===== config.mk =====
export PLATFORM = sky130hd
export DESIGN_NAME = mem_access_stage
export DESIGN_NICKNAME = d
export VERILOG_FILES = /design/src/rtl/mem_access_stage.sv
export SDC_FILE = /design/constraint.sdc
export NUM_CORES = 1
export LEC_CHECK = 0
export CAP_MARGIN = 40
export CORE_ASPECT_RATIO = 0.75
export CORE_MARGIN = 4
export CORE_UTILIZATION = 35
export DETAILED_ROUTE_END_ITERATION = 10
export PLACE_DENSITY = 0.8
export SLEW_MARGIN = 40
export SYNTH_ARGS = -nofsm -noshare
export SYNTH_HDL_FRONTEND = slang
export SYNTH_SLANG_ARGS = --single-unit

===== constraint.sdc =====
create_clock -name clk -period 2.4 [get_ports clk]
set_input_delay 0.48 -clock clk [delete_from_list [all_inputs] [get_ports clk]]
set_output_delay 0.48 -clock clk [all_outputs]
set_load 0.01 [all_outputs]

===== src/rtl/mem_access_stage.sv =====
// MEM stage of the five-stage pipeline.
// Drives a single-port data-memory bus using a req/ready handshake.
// Stores are placed on the correct byte lanes; loads are formatted to byte, half or word.
// The pipeline is stalled until the access completes or times out.
module mem_access_stage #(
   parameter int unsigned TIMEOUT = 16
) (
   input  logic        clk,
   input  logic        rst_n,
   input  logic [4:0]  MEM_Flag,
   input  logic [31:0] MEM_ALUResult,
   input  logic [31:0] MEM_WriteData,
   input  logic [4:0]  MEM_WriteReg,
   input  logic [1:0]  MEM_Size,
   input  logic        MEM_Unsigned,
   output logic [4:0]  MEM_FlagOut,
   output logic [31:0] MEM_ALUResultOut,
   output logic [4:0]  MEM_WriteRegOut,
   output logic [31:0] MEM_ReadDataMem,
   output logic        MEM_Stall,
   output logic [1:0]  MEM_Exc,
   output logic        dmem_req,
   output logic        dmem_we,
   output logic [31:0] dmem_addr,
   output logic [3:0]  dmem_be,
   output logic [31:0] dmem_wdata,
   input  logic [31:0] dmem_rdata,
   input  logic        dmem_ready
);

   localparam logic [7:0] TimeoutCnt = 8'(TIMEOUT);

   localparam logic [1:0] ExcNone     = 2'b00;
   localparam logic [1:0] ExcMisalign = 2'b01;
   localparam logic [1:0] ExcTimeout  = 2'b10;

   typedef enum logic [1:0] {
      StIdle,
      StBusy,
      StDone
   } state_e;

   state_e      state_q, state_d;
   logic [7:0]  cnt_q, cnt_d;
   logic [31:0] rdata_q, rdata_d;
   logic [1:0]  exc_q, exc_d;

   logic        is_read, is_write, is_access, is_load;
   logic [1:0]  addr_lo;
   logic        size_byte, size_half, size_word;
   logic        misaligned;
   logic        timeout_hit;
   logic        req, stall;
   logic [3:0]  be_store;
   logic [31:0] wdata_store;
   logic [7:0]  byte_sel;
   logic [15:0] half_sel;
   logic [31:0] load_fmt;

   // Decode the access type, its width and whether it is aligned.
   always_comb begin
      is_read    = MEM_Flag[2];
      is_write   = MEM_Flag[1];
      is_access  = is_read | is_write;
      // A read+write combination is treated as a write, so only a pure read counts as a load.
      is_load    = is_read & ~is_write;
      addr_lo    = MEM_ALUResult[1:0];
      size_byte  = (MEM_Size == 2'b00);
      size_half  = (MEM_Size == 2'b01);
      size_word  = ~size_byte & ~size_half;
      misaligned = (size_half & addr_lo[0]) | (size_word & (addr_lo != 2'b00));
   end

   // Compute store byte enables and replicate store data onto every lane.
   always_comb begin
      be_store    = 4'b1111;
      wdata_store = MEM_WriteData;
      unique case (MEM_Size)
         2'b00: begin
            be_store    = 4'b0001 << addr_lo;
            wdata_store = {4{MEM_WriteData[7:0]}};
         end
         2'b01: begin
            be_store    = 4'b0011 << {addr_lo[1], 1'b0};
            wdata_store = {2{MEM_WriteData[15:0]}};
         end
         default: begin
            be_store    = 4'b1111;
            wdata_store = MEM_WriteData;
         end
      endcase
   end

   // Select the addressed byte or half of the read word, then sign- or zero-extend it.
   always_comb begin
      byte_sel = dmem_rdata[7:0];
      unique case (addr_lo)
         2'b00:   byte_sel = dmem_rdata[7:0];
         2'b01:   byte_sel = dmem_rdata[15:8];
         2'b10:   byte_sel = dmem_rdata[23:16];
         default: byte_sel = dmem_rdata[31:24];
      endcase
      half_sel = addr_lo[1] ? dmem_rdata[31:16] : dmem_rdata[15:0];
      if (size_byte) begin
         load_fmt = {{24{~MEM_Unsigned & byte_sel[7]}}, byte_sel};
      end else if (size_half) begin
         load_fmt = {{16{~MEM_Unsigned & half_sel[15]}}, half_sel};
      end else begin
         load_fmt = dmem_rdata;
      end
   end

   // Access FSM: compute next state, the wait counter, and the captured result and exception.
   always_comb begin
      state_d     = state_q;
      cnt_d       = cnt_q;
      rdata_d     = rdata_q;
      exc_d       = exc_q;
      req         = 1'b0;
      stall       = 1'b0;
      timeout_hit = (cnt_q == TimeoutCnt);
      unique case (state_q)
         StIdle: begin
            if (is_access) begin
               stall = 1'b1;
               if (misaligned) begin
                  // A misaligned access never reaches the bus.
                  state_d = StDone;
                  exc_d   = ExcMisalign;
                  rdata_d = '0;
               end else begin
                  req = 1'b1;
                  if (dmem_ready) begin
                     state_d = StDone;
                     exc_d   = ExcNone;
                     rdata_d = load_fmt;
                  end else begin
                     state_d = StBusy;
                     cnt_d   = 8'd1;
                  end
               end
            end
         end
         StBusy: begin
            stall = 1'b1;
            // The request is dropped in the final wait cycle.
            // A ready arriving in that same cycle still completes the access.
            req   = ~timeout_hit;
            if (dmem_ready) begin
               state_d = StDone;
               exc_d   = ExcNone;
               rdata_d = load_fmt;
            end else if (timeout_hit) begin
               state_d = StDone;
               exc_d   = ExcTimeout;
               rdata_d = '0;
            end else begin
               cnt_d = cnt_q + 8'd1;
            end
         end
         StDone: begin
            state_d = StIdle;
            cnt_d   = '0;
         end
         default: begin
            state_d = StIdle;
            cnt_d   = '0;
         end
      endcase
   end

   // State, counter, load-data and exception registers.
   always_ff @(posedge clk or negedge rst_n) begin
      if (!rst_n) begin
         state_q <= StIdle;
         cnt_q   <= '0;
         rdata_q <= '0;
         exc_q   <= ExcNone;
      end else begin
         state_q <= state_d;
         cnt_q   <= cnt_d;
         rdata_q <= rdata_d;
         exc_q   <= exc_d;
      end
   end

   // Bus and pipeline outputs.
   // Request and stall are gated by reset so that an abandoned access releases them at once.
   always_comb begin
      dmem_req         = req & rst_n;
      MEM_Stall        = stall & rst_n;
      dmem_we          = dmem_req & is_write;
      dmem_addr        = {MEM_ALUResult[31:2], 2'b00};
      dmem_be          = is_write ? be_store : 4'b1111;
      dmem_wdata       = wdata_store;
      MEM_ALUResultOut = MEM_ALUResult;
      MEM_WriteRegOut  = MEM_WriteReg;
      MEM_ReadDataMem  = rdata_q;
      MEM_Exc          = (state_q == StDone) ? exc_q : ExcNone;
      // A faulting load must not write back; a faulting store is simply not committed.
      MEM_FlagOut      = {MEM_Flag[4:1],
                          MEM_Flag[0] & ~((state_q == StDone) && (exc_q != ExcNone) && is_load)};
   end

endmodule


# Yosys cells after proc, flatten, opt, wreduce, memory -nomap -nowiden
# Index checks and enable logic that the tools add are counted.
# Widths: inputs -> output; s select.
# classes
add_sub_neg	1
eq_ne	13
n_shift	2
mux	36
bitwise_logic	18
n_reduce_logical	11
# op_table
op	n
$mux 32	7
$pmux 32 s2	2
$mux 8	5
$pmux 8 s3	1
$mux 2	10
$mux 16	1
$pmux 8 s2	1
$and 1x1->1	10
$ne 2x2->1 const B	5
$add 8x1->8 const B	1
$eq 8x5->1 const B	1
$pmux 2 s2	2
$pmux 4 s2	1
$eq 2x1->1 const B	3
$logic_not 2->1	3
$ne 3x3->1 const B	2
$not 1->1	6
$reduce_bool 2->1	3
$reduce_and 5->1	1
$eq 2x2->1 const B	2
$mux 4	1
$pmux 1 s2	2
$reduce_and 4->1	1
$shl 1x2->4 const A	1
other kinds (5)	9
# word_totals
ff_bits	44
inputBits	112
wordCells	85

# Logic depth before layout (Yosys ltp)
# Gate-level depths: netlist of run 1.
# logic_depth
word_depth	10
mapped_depth	9
ltp_nobuf	7

# Worst setup path after synthesis of run 1
# Ideal clock, no wire load.
# synth_path
path_type	input port to output port
start	input port MEM_Size[0]
end	output port dmem_wdata[24]
t_arrival_ps	1538
slack_ps	382
path_stages	4
n_path_buf	2
cell_sequence	clkbuf_1 > clkbuf_1 > mux2i_1 > o21ai_0
# synth_via
elab_chain_cells	2
word_cells_on_any_way	3
cone_classes	eq/ne: 1; mux: 1; reduce/logical: 1
# synth_rtl
item	line_no	rtl
start, declared	14	input logic [1:0] MEM_Size,
$eq 2x1->1 / $logic_not 2->1 (equally long branches)	78	unique case (MEM_Size)
$pmux 32 s2 (*)	78	
end, declared	26	output logic [31:0] dmem_wdata,
# Mark *: on every way between the ends. The rest lies on a longest branch, timed or not.

# Worst setup path after layout of run 1
# layout_path
start	input port MEM_Flag[1]
end	output port dmem_we
# layout_via
elab_chain_cells	5
# layout_rtl
item	line_no	rtl
start, declared	10	input logic [4:0] MEM_Flag,
$or 1x1->1	64	is_access = is_read | is_write;
$mux 1	124	if (is_access) begin
$pmux 1 s2	122	unique case (state_q)
$and 1x1->1	190	dmem_req = req & rst_n;
$and 1x1->1 (*)	192	dmem_we = dmem_req & is_write;
end, declared	23	output logic dmem_we,
# Marked as above.

==> results of run 1 <==
==> cells by family after synthesis <==
family                     count (synthesis)
buffers and inverters                    115
AOI/OAI and AO/OA                        111
and+or+nand+nor                          103
DFF                                       44
muxes                                     32
xor gates and xnor gates                   4
adders and majority gates                  2
other                                      1
==> stage by stage <==
step	hold WS, ps	util	cells
after floorplan	184	-	413
after global placement	462	0.489	627
after detailed placement	468	0.489	627
after CTS	362	0.511	638
after global routing	385	0.517	642
final	343	0.517	642
==> power breakdown <==
part	leakage, nW	total, mW	internal (mW)	switching, mW
clock network	0.0804	0.786	0.494	0.292
registers	0.587	0.972	0.876	0.0967
logic	1.61	1.16	0.660	0.502
==> final cells by class <==
class,count,area (sq um),share of cell area
repair buffers,196,1880,0.369
inverters,8,30.0,0.00590
clock inverters,3,46.3,0.00909
multi-input cells,254,1740,0.342
flip-flops and latches,44,1100,0.216
well taps,132,165,0.0324
clock buffers,5,125,0.0246
==> worst max-delay path: cells and delay by family <==
kind / cells / cell delay, ps
and+or+nand+nor: 3 / 470
AOI/OAI and AO/OA: 2 / 270
buffers and inverters: 2 / 640
==> flip-flops by register name (all words and copies together) (netlist names) <==
| register | count |
|---|---|
| MEM_ReadDataMem | 32 |
| cnt_q | 8 |
| exc_q | 2 |
| state_q | 2 |
==> worst paths after layout <==
check / startpoint / to / cells past startpoint
max: MEM_Flag[1] / dmem_we / 7
min: rst_n / MEM_ReadDataMem[2] / 2
max reg2reg: cnt_q[0] / MEM_ReadDataMem[10] / 8
min reg2reg: exc_q[1] / exc_q[1] / 2
max in group asynchronous: rst_n / state_q[0] / 2
min in group clk: exc_q[1] / exc_q[1] / 2
==> metal layers <==
metal / up-vias / part of all wire / GRT usage
li1: 1560 / - / -
met1: 1542 / 0.38 / 0.223
met2: 176 / 0.51 / 0.351
met3: 33 / 0.083 / 0.0560
met4: 0 / 0.027 / 0.0605
met5: - / 0 / 0
==> what timing repair did <==
item                                    CTS  global route
setup buffers                             3             4
gates resized for setup                  27            12
pin swaps                                 2             2
endpoints found under the setup margin   24            12
==> cells in the final DEF (no fill, tap or decap), types with 13 or more instances in the layout <==
cell,instances
nand2_1,22
a22o_1,24
nand2b_1,21
dfrtp_1,43
mux2_2,19
nor2_1,19
clkdlybuf4s50_1,127
mux2i_1,13
o21ai_0,24
a21oi_1,25
buf_4,40
==> reports/summary.txt, run 1 <==
status: completed
Pins Over Slew Limit: 0
Tightest Pin Transition: 578 ps
Starting DRT DRC Count: 178
largest net degree at the start of global routing: 45
worst skew pair latency: 280 ps
Worst path max stage delay: 420 ps
CP Cell Sequence: clkdlybuf4s50_1 > or2_4 > a31oi_4 > a21o_1 > nor2_1 > and2_1 > clkdlybuf4s15_2
Post-Synthesis Cells: 412
post-synthesis mux area share: 0.0956
Post-DP HPWL: 9.50 mm
antenna violations before repair: 0
fillers: 926
Power Density: 573 nW/um^2
initial core utilization: 0.365
top post-synthesis cells by area: dfrtp_1 31%, buf_4 17%, mux2_2 5.9%
Port Buf Inserts: 152
Wirelength per Cell: 18.4 um
core area: 9850 sq um
Tcrit/Tclk final: 0.979
grt ovf: 0
CTS root buffer: clkbuf_16
Site Rows: 31
WP data required: 1920 ps
Seq/Total Area, Yosys: 0.306
clk sinks: 44
Post-DP Area: 4810 sq um
LEAKAGE: 2.28 nW
maxcap violations: 0
skew final: 3.12 ps
gpl congestion: 0.951
P&R area growth vs syn: 41.5%
count leader, synth: buf_4
# IOs: 259
relative max-transition margin: 0.612
Synth Area in XOR/XNOR: 0.00974
Clock Path Buffers: 2
Critical Path Slowest Stage Cell: clkdlybuf4s50_1
Post-synth top cells: 83 x buf_4, 44 x dfrtp_1, 26 x o21ai_0
synthesized flop and latch total: 44
first-pass GRT wire length: 18.4 mm
hold-fix buffer count after cts: 0
Pwr Total: 2.92 mW
Cell Area, Synth: 3600 sq um
Worst-path clk slew: 60 ps
Final Worst Setup Slack: 51.6 ps
share of cells above drive strength 1: 0.169
FMAX: 426 MHz
Final min period: 2350 ps
Yosys top cell area share: 0.306
TritonRoute pass-1 iters: 4
vias: 3,311
Final Cell Area: 5090 sq um
crit path DAT: 1870 ps
Post-synth EDFFs: 0
Compound-Gate Fraction of Synth Area: 0.207
die width: 125 um
Syn Area/Cell: 8.73 sq um
CTS tree: done
Worst R2R Setup Slack: 330 ps
post-synthesis adder-cell area fraction: 0.00695
Die Area: 12,000 sq um
total CTS buffers: 5
main combinational cell family by area after synthesis: buffers and inverters
Synth cell types: 44
Antenna diodes: 0
GR Util All Layers: 0.193
vias in the first global route: 3,416
Post-Place Setup Slack: -421 ps
CP Class: primary input to primary output
CP endpoint kind: primary output
WL final: 11.8 mm
Setup-failing EPs final: 0
Chip Height: 95.8 um
DR DRC count: 0
Setup crit start kind: primary input
post-route ant nets: 0
area leader, netlist: dfrtp_1
worst vdd ir: 0.000306 V
Final Hold Fails: 0
post-synthesis simple-gate area fraction: 0.156
YS warnings: 0
ys async rst share: 1.00
nets@finish: 623
Via-to-Cell Ratio: 5.16
HP Class: primary input to asynchronous set/reset pin
RSZ-0062 raised after global routing: yes
Synth Flop Type: dfrtp_1
htree depth: 2
CP Max Fanout: 3
Setup TNS: 0 ps
(Power assumes the default switching activity.)
==> run 2: changes to the inputs <==
- HOLD_SLACK_MARGIN: not set -> 0.08
==> results of run 2 <==
Same layout as run 1: the final DEF is identical, and so are final timing and power.
